### config.mk
export PLATFORM = sky130hd
export DESIGN_NAME = switch_peripheral
export DESIGN_NICKNAME = d
export VERILOG_FILES = /design/src/rtl/mmio_pkg.sv /design/src/rtl/switch_debouncer.sv /design/src/rtl/switch_peripheral.sv
export SDC_FILE = /design/constraint.sdc
export NUM_CORES = 1
export LEC_CHECK = 0
export BUFFER_PORTS_ARGS = -buffer_cell sky130_fd_sc_hd__buf_2
export CAP_MARGIN = 5
export CORE_ASPECT_RATIO = 1.5
export CORE_MARGIN = 2
export CORE_UTILIZATION = 40
export CTS_CLUSTER_DIAMETER = 200
export DETAILED_ROUTE_END_ITERATION = 16
export HOLD_SLACK_MARGIN = 0.12
export PLACE_DENSITY_LB_ADDON = 0.12
export SLEW_MARGIN = 20
export SYNTH_ARGS = -nofsm -noshare
export SYNTH_HDL_FRONTEND = slang
export SYNTH_SLANG_ARGS = --single-unit
export TNS_END_PERCENT = 100
### constraint.sdc
create_clock -name clk -period 3.05 [get_ports clk]
set_input_delay 0.4575 -clock clk [delete_from_list [all_inputs] [get_ports clk]]
set_output_delay 0.4575 -clock clk [all_outputs]
set_load 0.1 [all_outputs]
### src/rtl/mmio_pkg.sv
// Shared memory-map constants for the switch peripheral and its address decoder.
package mmio_pkg;

  // Word offsets inside the switch register block (address[3:2]).
  localparam logic [1:0] SW_STATE_OFF   = 2'd0;
  localparam logic [1:0] SW_CHANGED_OFF = 2'd1;
  localparam logic [1:0] SW_IRQ_EN_OFF  = 2'd2;

  // Base-region selectors, kept in step with addressDecoder.
  localparam logic [1:0] SWITCH_BASE = 2'b10;
  localparam logic [1:0] LED_BASE    = 2'b01;

endpackage

### src/rtl/switch_debouncer.sv
// One switch input: 2-FF synchroniser followed by a mismatch-count debouncer.
module switch_debouncer #(
  parameter int unsigned DEBOUNCE_CYCLES = 4
) (
  input  logic clk,
  input  logic rst_n,
  input  logic raw,
  output logic level,
  output logic changed_pulse
);

  localparam int unsigned CW = $clog2(DEBOUNCE_CYCLES);

  logic          sync1_q;
  logic          sync_q;
  logic          level_q;
  logic          level_d;
  logic [CW-1:0] count_q;
  logic [CW-1:0] count_d;
  logic          mismatch;
  logic          accept;

  // A new level is accepted on the DEBOUNCE_CYCLES-th consecutive mismatching cycle.
  always_comb begin
    count_d  = count_q;
    level_d  = level_q;
    mismatch = (sync_q != level_q);
    accept   = mismatch && (count_q == CW'(DEBOUNCE_CYCLES - 1));
    if (!mismatch) begin
      count_d = '0;
    end else if (accept) begin
      count_d = '0;
      level_d = sync_q;
    end else begin
      count_d = count_q + CW'(1);
    end
  end

  always_ff @(posedge clk) begin
    if (!rst_n) begin
      sync1_q <= 1'b0;
      sync_q  <= 1'b0;
      level_q <= 1'b0;
      count_q <= '0;
    end else begin
      sync1_q <= raw;
      sync_q  <= sync1_q;
      level_q <= level_d;
      count_q <= count_d;
    end
  end

  assign level         = level_q;
  // Combinational so the top can set its sticky flag on the same edge as the level update.
  assign changed_pulse = accept;

endmodule

### src/rtl/switch_peripheral.sv
// Memory-mapped switch block: debounced state, sticky W1C change flags,
// per-switch interrupt enables and a registered level interrupt.
module switch_peripheral
  import mmio_pkg::*;
#(
  parameter int unsigned OPERAND_LENGTH  = 31,
  parameter int unsigned NUM_SWITCHES    = 16,
  parameter int unsigned DEBOUNCE_CYCLES = 4
) (
  input  logic                      clk,
  input  logic                      rst_n,
  input  logic                      selSwitch,
  input  logic                      readEnable,
  input  logic                      writeEnable,
  input  logic [OPERAND_LENGTH:0]   address,
  input  logic [OPERAND_LENGTH:0]   writeData,
  input  logic [NUM_SWITCHES-1:0]   switches,
  output logic [OPERAND_LENGTH:0]   readData,
  output logic                      irq
);

  localparam int unsigned DW = OPERAND_LENGTH + 1;

  logic [NUM_SWITCHES-1:0] levels;
  logic [NUM_SWITCHES-1:0] pulses;
  logic [NUM_SWITCHES-1:0] changed_q;
  logic [NUM_SWITCHES-1:0] changed_d;
  logic [NUM_SWITCHES-1:0] irq_en_q;
  logic [NUM_SWITCHES-1:0] irq_en_d;
  logic [NUM_SWITCHES-1:0] wr_bits;
  logic                    irq_q;
  logic                    wr_en;
  logic                    rd_en;
  logic [1:0]              offset;
  logic                    unused_bus_bits;

  for (genvar g = 0; g < int'(NUM_SWITCHES); g++) begin : g_sw
    switch_debouncer #(
      .DEBOUNCE_CYCLES(DEBOUNCE_CYCLES)
    ) u_deb (
      .clk           (clk),
      .rst_n         (rst_n),
      .raw           (switches[g]),
      .level         (levels[g]),
      .changed_pulse (pulses[g])
    );
  end

  assign wr_en   = selSwitch && writeEnable;
  assign rd_en   = selSwitch && readEnable;
  assign offset  = address[3:2];
  assign wr_bits = writeData[NUM_SWITCHES-1:0];
  assign unused_bus_bits = ^{address, writeData};

  // Register next-state; a debounced transition wins over a same-cycle W1C.
  always_comb begin
    changed_d = changed_q;
    irq_en_d  = irq_en_q;
    if (wr_en && (offset == SW_CHANGED_OFF)) begin
      changed_d = changed_q & ~wr_bits;
    end
    if (wr_en && (offset == SW_IRQ_EN_OFF)) begin
      irq_en_d = wr_bits;
    end
    changed_d = changed_d | pulses;
  end

  always_ff @(posedge clk) begin
    if (!rst_n) begin
      changed_q <= '0;
      irq_en_q  <= '0;
      irq_q     <= 1'b0;
    end else begin
      changed_q <= changed_d;
      irq_en_q  <= irq_en_d;
      irq_q     <= |(changed_d & irq_en_d);
    end
  end

  // Zero-wait read mux reflecting state before the current edge.
  always_comb begin
    readData = '0;
    if (rd_en) begin
      case (offset)
        SW_STATE_OFF:   readData = DW'(levels);
        SW_CHANGED_OFF: readData = DW'(changed_q);
        SW_IRQ_EN_OFF:  readData = DW'(irq_en_q);
        default:        readData = '0;
      endcase
    end
  end

  assign irq = irq_q;

endmodule

Word-level counts from Yosys, hierarchy flattened

Index checks and enable logic that the tools add are counted.

Equality and inequality tests: 34
Reduce and logical (&&, ||, !) cells: 54
Bitwise operators: 21
Mux-type cells: 4
$add $sub $neg: 16

Operators with widths:

| cell                                                                   | number |
|---|---|
| 16-bit 2-to-1 mux                                                      | 3 |
| 16-bit one-hot mux with 3 select lines                                 | 1 |
| 3-bit OR reduction                                                     | 16 |
| 2-bit equality test (second input constant)                            | 17 |
| 2-bit by 1-bit adder with 2-bit output (second input constant)         | 16 |
| 16-bit bitwise AND                                                     | 2 |
| 2-bit AND reduction                                                    | 16 |
| 1-bit logical AND                                                      | 20 |
| 1-bit inverter                                                         | 17 |
| 1-bit != test                                                          | 16 |
| 16-bit inverter                                                        | 1 |
| 16-bit bitwise OR                                                      | 1 |
| 16-bit OR reduction                                                    | 1 |
| 2-bit by 1-bit equality test with 1-bit output (second input constant) | 1 |
| 2-bit zero test                                                        | 1 |

Flip-flop bits (word level): 113
Word-level logic and storage cells: 196

Logic depth before layout (Yosys ltp)

Gate-level depths: netlist (run 1).

Depth after elaboration: 6
Mapped depth: 8
Gate-level depth less buffers: 6

Hierarchy

From an unflattened synthesis (run 1), not the netlist that was laid out.

Cells, all modules: 447
Area total of the unflattened synthesis: 4814.6 um^2

Modules (own cells, without submodules):

| module            | sequential area each (um^2) | area an instance (um^2) | instances | cells each |
|---|---|---|---|---|
| switch_debouncer  | 100.1                       | 180.2                   | 16        | 14 |
| switch_peripheral | 660.6                       | 1931.9                  | 1         | 223 |

Worst setup path before layout (run 1)

OpenSTA, ideal clock, no wires.

Path type: input to output
Start: input address[3]
End: output readData[10]
Path buffers: 2
Stages: 5
Data arrival time: 2467 ps
Setup slack: 125 ps
Cell sequence: and2b_1 -> clkbuf_1 -> clkbuf_1 -> a21oi_1 -> nor2_1

Longest elaborated chain between the ends: 3
Elaborated cells on any way between the ends: 5

Ends and longest elaborated chain:

| item                                        | line                    | RTL |
|---|---|---|
| start, declared                             | switch_peripheral.sv:15 | `input logic [OPERAND_LENGTH:0] address,` |
| 2-bit equality test (tied with other cells) | switch_peripheral.sv:84 | `case (offset)` |
| 16-bit one-hot mux with 3 select lines *    | switch_peripheral.sv:84 |  |
| 16-bit 2-to-1 mux *                         | switch_peripheral.sv:83 | `if (rd_en) begin` |
| end, declared                               | switch_peripheral.sv:18 | `output logic [OPERAND_LENGTH:0] readData,` |

Mark *: on every way between the ends. The rest lies on a longest branch, timed or not.

Worst setup path after layout (run 1)

Start: input address[3]
End: output readData[15]

Same word-level chain as after synthesis.

==> impl_metrics.tcl, run 1 <==
set metrics [dict create \
    fin_crit_sh_pct 79.7 \
    start_util_pct 40.9 \
    track_usage_pct 16.0 \
    antenna_found_initial 0 \
    min_path_type "in2reg" \
    finalMaxSlewViolations 0 \
    die_w_um 92.4 \
    path_clk_slew_ns 0.05 \
    fin_cells 668 \
    htreeDepth 4 \
    fin_setup_tns_ns 0 \
    vdd_drop_max_v 0.000429 \
    slowest_delay_ns 0.46 \
    root_buffer "clkbuf_16" \
    path_class "in2out" \
    grt_pass1_vias 3219 \
    hp-start "switches[12]" \
    synth_top_area_share_pct 48.3 \
    hpwl_um 6490 \
    num-nets-final 606 \
    dp.cells 636 \
    r2r_start "g_sw[5].u_deb.count_q[0]" \
    routed_wl_um 9500 \
    port_buffers 55 \
    ctsResizeCount 0 \
    dieArea_um2 12600 \
    synth_area_um2 4690 \
    rrSetupSlack_ns 1.56 \
    final_util_pct 49.5 \
    grt_pass1_wl_um 15500 \
    setup_viol 0 \
    postSynthAreaPerCell_um2 10.5 \
    ys_top_cells_by_area "dfxtp_1 48%, mux2i_1 10%, nor2b_1 5.5%, and2_1 4.3%, ha_1 4.3%" \
    tritoncts "done" \
    hold-path-endpoint "g_sw[12].u_deb.sync1_q" \
    hold_viol 0 \
    drc 0 \
    synth_cell_types 30 \
    wl_per_cell_um 14.2 \
    max_freq_mhz 411 \
    grt_max_degree 57 \
    worst_slew_pin_slew_ns 0.528 \
    fin_skew_ns 0.00675 \
    viasPerCell 4.78 \
    crit_required_ns 2.59 \
    synth_warnings 0 \
    ff2ff_path_depth 5 \
    fp-row-count 48 \
    antenna_cells 0 \
    path_max_fanout 13 \
    dp_worst_setup_slack_ns 0.600 \
    ctsHoldBuffers 0 \
    path_cells "buf_2, buf_4, mux2i_1, nor2_1, a21oi_1, nor2_1, buf_2" \
    clockBufferDepth 2 \
    netlist_instances 447 \
    status "finished, final reports clean" \
    drtAntennaViolNets 0 \
    crit_slowest_cell "buf_2" \
    numCtsBuffers 17 \
    gr-total-overflow 0 \
    io_pins 118 \
    synth_largest_area_cell "dfxtp_1" \
    drt_iter0_markers 106 \
    powerDensity_nw_per_um2 679 \
    clkLatencyLatePin_ns 0.40 \
    routabilityCongestion 0.723 \
    postCtsSetupBuffers 0 \
    finalWorstSetupSlack_ns 0.619 \
    r2r-end "irq" \
    ys_seq_elements 113 \
    seq_area_frac_synth_pct 48.3 \
    rsz0062_at_grt "false" \
    drv_cap 0 \
    worstSetupEndpointType "output pin" \
    slew-limit-headroom_pct 64.8 \
    vias 3195 \
    holdPathStages 2 \
    firstDrtPassIters 4 \
    power_leakage_uw 0.00258 \
    drive_gt1_share_pct 18.3 \
    min_period_ns 2.43 \
    clock_sinks 113 \
    arrival_ns 1.97 \
    core_um2 11500 \
    die_y_um 137 \
    startpoint_type "primary input" \
    area_delta_synth_final_pct 21.0 \
]
[worst max-delay path: cells and delay by family]
kind | cells | cell delay (ns)
buf+inv | 3 | 1.10
simple gates | 2 | 0.25
mux | 1 | 0.10
compound gates | 1 | 0.05
[report_power, final]
part / leakage [uW] / switching [uW] / internal (uW) / total (uW)
sequential: 0.000919 / 13.8 / 1510 / 1520
combinational: 0.00135 / 165 / 69.8 / 235
clock: 0.000312 / 645 / 1450 / 2090
total: 0.00258 / 824 / 3030 / 3850
[cells by family after synthesis]
group / count (synthesis) / share of synthesized area, %
AOI/OAI and AO/OA: 46 / 6.03
muxes: 48 / 10.3
adders and majority gates: 16 / 4.27
and+or+nand+nor: 166 / 22.8
xor gates and xnor gates: 16 / 2.99
DFF: 113 / 48.3
buffers and inverters: 41 / 5.31
other: 1 / 0.0800
[registers in the layout (all words and copies together), names as in the netlist]
register / count
g_sw.u_deb.sync_q: 16
g_sw.u_deb.count_q: 32
irq_en_q: 16
g_sw.u_deb.level: 16
g_sw.u_deb.sync1_q: 16
changed_q: 16
irq: 1
[synth_stat cells]
cell and n:
buf_4 17, ha_1 16, buf_2 1, or2_0 1, and2b_1 5, a21oi_1 18
clkbuf_1 16, dfxtp_1 113, inv_1 3, o22ai_1 6, a21o_1 1, a21boi_1 1
a21boi_0 3, nand2_1 17, nand3_1 1, nand4b_1 1, o21ai_0 4, conb_1 1
xor2_1 16, and4b_1 16, and4b_4 1, and2_1 32, nand4b_4 1, nor2b_1 41
a22oi_1 13, nor4_1 2, mux2i_1 48, nor4bb_1 16, buf_6 4, nor2_1 32
[how the worst max path moves through the flow]
stage                          start      endpoint  slack, ns  cells past startpoint
after CTS                 address[3]   readData[3]       0.59                      6
after detailed placement  address[3]   readData[3]       0.60                      6
after global routing      address[3]  readData[15]       0.54                      7
after global placement    address[3]   readData[3]       0.59                      6
after floorplan           address[3]  readData[10]       0.13                      5
final                     address[3]  readData[15]       0.62                      7
[area by class of cell]
class                           instances  area (um^2)
Clock buffer                           22          484
Timing Repair Buffer                   62          340
Multi-Input combinational cell        308         2230
Inverter                                3         11.3
Fill cell                            1092         5800
Clock inverter                         10          155
Tap cell                              150          188
Sequential cell                       113         2260
[through the flow]
step | area (um^2) | hold slack (ns) | power, uW
after floorplan | 4740 | 0.405 | 1750
after global placement | 5030 | 0.412 | 1790
after detailed placement | 5030 | 0.420 | 1790
after CTS | 5670 | 0.248 | 3880
after global routing | 5670 | 0.243 | 3980
final | 5670 | 0.261 | 3850
[per-layer routing]
| metal | wire (um) | vias up | global-route usage [%] | share of wire, % |
|---|---|---|---|---|
| li1 | - | 1626 | - | - |
| met1 | 4430 | 1495 | 19.5 | 47 |
| met4 | 158 | 0 | 6.22 | 1.7 |
| met5 | 0 | - | 0 | 0 |
| met3 | 346 | 10 | 5.62 | 3.6 |
| met2 | 4560 | 64 | 26.0 | 48 |
[placed cells by master, fill, tap and decap left out, drive strengths merged]
master / n
a21boi: 4
a21o: 1
a21oi: 18
a22oi: 13
and2: 32
and2b: 5
and4b: 17
buf: 62
bufinv: 4
clkbuf: 22
clkinv: 4
clkinvlp: 2
conb: 16
dfxtp: 113
ha: 16
inv: 3
mux2i: 48
nand2: 17
nand3: 1
nand4b: 2
nor2: 32
nor2b: 41
nor4: 2
nor4bb: 16
o21ai: 4
o22ai: 6
or2: 1
xor2: 16
(Power assumes the default switching activity.)
==> run 2, diff against run 1 <==
--- a/config.mk
+++ b/config.mk
@@ -5,6 +5,7 @@
 export SDC_FILE = /design/constraint.sdc
 export NUM_CORES = 1
 export LEC_CHECK = 0
+export ABC_AREA = 1
 export BUFFER_PORTS_ARGS = -buffer_cell sky130_fd_sc_hd__buf_2
 export CAP_MARGIN = 5
 export CORE_ASPECT_RATIO = 1.5
==> constraint.sdc (replaced) <==
create_clock -name clk -period 2.5 [get_ports clk]
set_input_delay 0.375 -clock clk [delete_from_list [all_inputs] [get_ports clk]]
set_output_delay 0.375 -clock clk [all_outputs]
set_load 0.1 [all_outputs]
==> impl_metrics.tcl, run 2 <==
set metrics [dict create \
    routabilityCongestion 0.769 \
    grt_max_degree 34 \
    io_pins 118 \
    setup_viol 0 \
    routed_wl_um 9860 \
    final_cell_mix "194 x nand2_1, 116 x inv_1, 113 x dfxtp_1" \
    die_y_um 138 \
    async_reset_ff_share_pct 0 \
    cp_num_buf_inv 5 \
    area_delta_synth_final_pct 25.2 \
    num-nets-final 822 \
    rsz0062_at_grt "false" \
    fin_setup_tns_ns 0 \
    startpoint_type "primary input" \
    synthFlopType "dfxtp_1" \
    crit_required_ns 2.12 \
    antenna_cells 0 \
    final_common_cell "nand2_1" \
    powerDensity_nw_per_um2 763 \
    worstSetupEndpointType "output pin" \
    ctsResizeCount 0 \
    synth_top_area_share_pct 47.2 \
    synth_area_um2 4800 \
    min_period_ns 1.89 \
    grt_pass1_wl_um 16600 \
    postSynthAreaPerCell_um2 7.29 \
    synth_largest_area_cell "dfxtp_1" \
    clock_sinks 113 \
    core_um2 11800 \
    synth_commonest_cells "194 x nand2_1, 116 x inv_1, 113 x dfxtp_1" \
    critPathMostFrequentCell "nand2_1" \
    finalMaxSlewViolations 0 \
    arrival_ns 1.52 \
    viasPerCell 4.44 \
    netlist_instances 658 \
    hpwl_um 6850 \
    start_util_pct 40.5 \
    drv_cap 0 \
    path_class "in2out" \
    clkLatencyLatePin_ns 0.40 \
    drc 0 \
    tritoncts "done" \
    drtAntennaViolNets 0 \
    slowest_delay_ns 0.26 \
    power_leakage_uw 0.00318 \
    path_max_fanout 11 \
    fin_crit_sh_pct 75.6 \
    antenna_found_initial 0 \
    drt_iter0_markers 131 \
    vias 3938 \
    hold_viol 0 \
    cp_top_family "buffers and inverters" \
    synth-edff-count 0 \
    yosysMostFrequentCell "nand2_1" \
    ctsHoldBuffers 0 \
    final_util_pct 50.8 \
    wl_per_cell_um 11.1 \
    path_clk_slew_ns 0.05 \
    port_buffers 55 \
    path_cells "buf_2, inv_2, nor2_4, buf_4, nand2_1, nand3_1, nand2_1, inv_1, buf_12" \
    numCtsBuffers 17 \
    ys_top_cells_by_area "dfxtp_1 47%, nand2_1 15%, inv_1 9.1%, nor2_1 4.5%, ha_1 4.2%" \
    fin_skew_ns 0.00700 \
    largest_reg_flops 32 \
    status "finished, final reports clean" \
    regMostFlops "g_sw.u_deb.count_q" \
    htreeDepth 4 \
    postCtsSetupBuffers 0 \
    synth_warnings 0 \
    max_freq_mhz 529 \
    clockBufferDepth 2 \
    ys_seq_elements 113 \
    root_buffer "clkbuf_16" \
    seq_area_frac_synth_pct 47.2 \
    firstDrtPassIters 4 \
    drive_gt1_share_pct 14.7 \
    fp-row-count 49 \
    grt_pass1_vias 3763 \
    gr-total-overflow 0 \
    min_path_type "in2reg" \
    track_usage_pct 16.4 \
    die_w_um 93.4 \
    synth_cell_types 22 \
    vdd_drop_max_v 0.000444 \
    dieArea_um2 12900 \
    crit_slowest_cell "buf_4" \
]
run 2: final timing paths:
check / start / endpoint / slack (ns) / cells past startpoint
max reg2reg: g_sw[0].u_deb.count_q[0] / irq / 1.17 / 9
min: switches[0] / g_sw[0].u_deb.sync1_q / 0.15 / 3
max: address[3] / readData[7] / 0.61 / 9
min reg2reg: g_sw[4].u_deb.sync1_q / g_sw[4].u_deb.sync_q / 0.41 / 2
run 2: final cells by class:
type,count,area (um^2)
clock buffers,22,474
clock inverters,10,133
fillers,1159,5820
inverters,117,439
multi-input cells,409,1930
flip-flops and latches,113,2260
well taps,153,191
repair buffers,63,576
run 2: cell families after synthesis:
family | Yosys count | share of synthesized area (%)
XOR/XNOR | 16 | 2.92
AO/OA/AOI/OAI | 63 | 6.96
other | 1 | 0.0782
adder cells (fa/ha/maj) | 16 | 4.17
buffers and inverters | 151 | 13.7
AND/OR/NAND/NOR | 298 | 25.0
flip-flops | 113 | 47.2
run 2: layer usage:
metal | vias to the layer above | share of wire, % | GRT usage (%)
met5 | - | 0 | 0
met1 | 1769 | 42 | 18.2
met4 | 0 | 1.6 | 6.58
met2 | 78 | 52 | 29.6
met3 | 16 | 3.9 | 3.98
li1 | 2075 | - | -
run 2: power by group:
group / internal [uW] / total, uW / leakage (uW) / switching, uW
sequential: 1840 / 1860 / 0.000919 / 16.6
clock: 1640 / 2440 / 0.000292 / 798
combinational: 65.2 / 293 / 0.00197 / 228
run 2: metrics by stage:
stage / std cells / cell area, um^2 / power (uW) / hold slack [ns] / setup WS (ns)
5_1_grt: 887 / 6010 / 4770 / 0.142 / 0.523
3_3_place_gp: 855 / 5400 / 2180 / 0.392 / 0.482
4_1_cts: 887 / 6010 / 4640 / 0.138 / 0.585
3_5_place_dp: 855 / 5400 / 2190 / 0.397 / 0.472
6_report: 887 / 6010 / 4590 / 0.151 / 0.610
2_1_floorplan: 673 / 4850 / 2130 / 0.390 / 0.397
run 2: worst min-delay path, delay by kind of cell:
family                 cells  cell delay (ns)
AND/OR/NAND/NOR            1             0.04
buffers and inverters      2             0.12
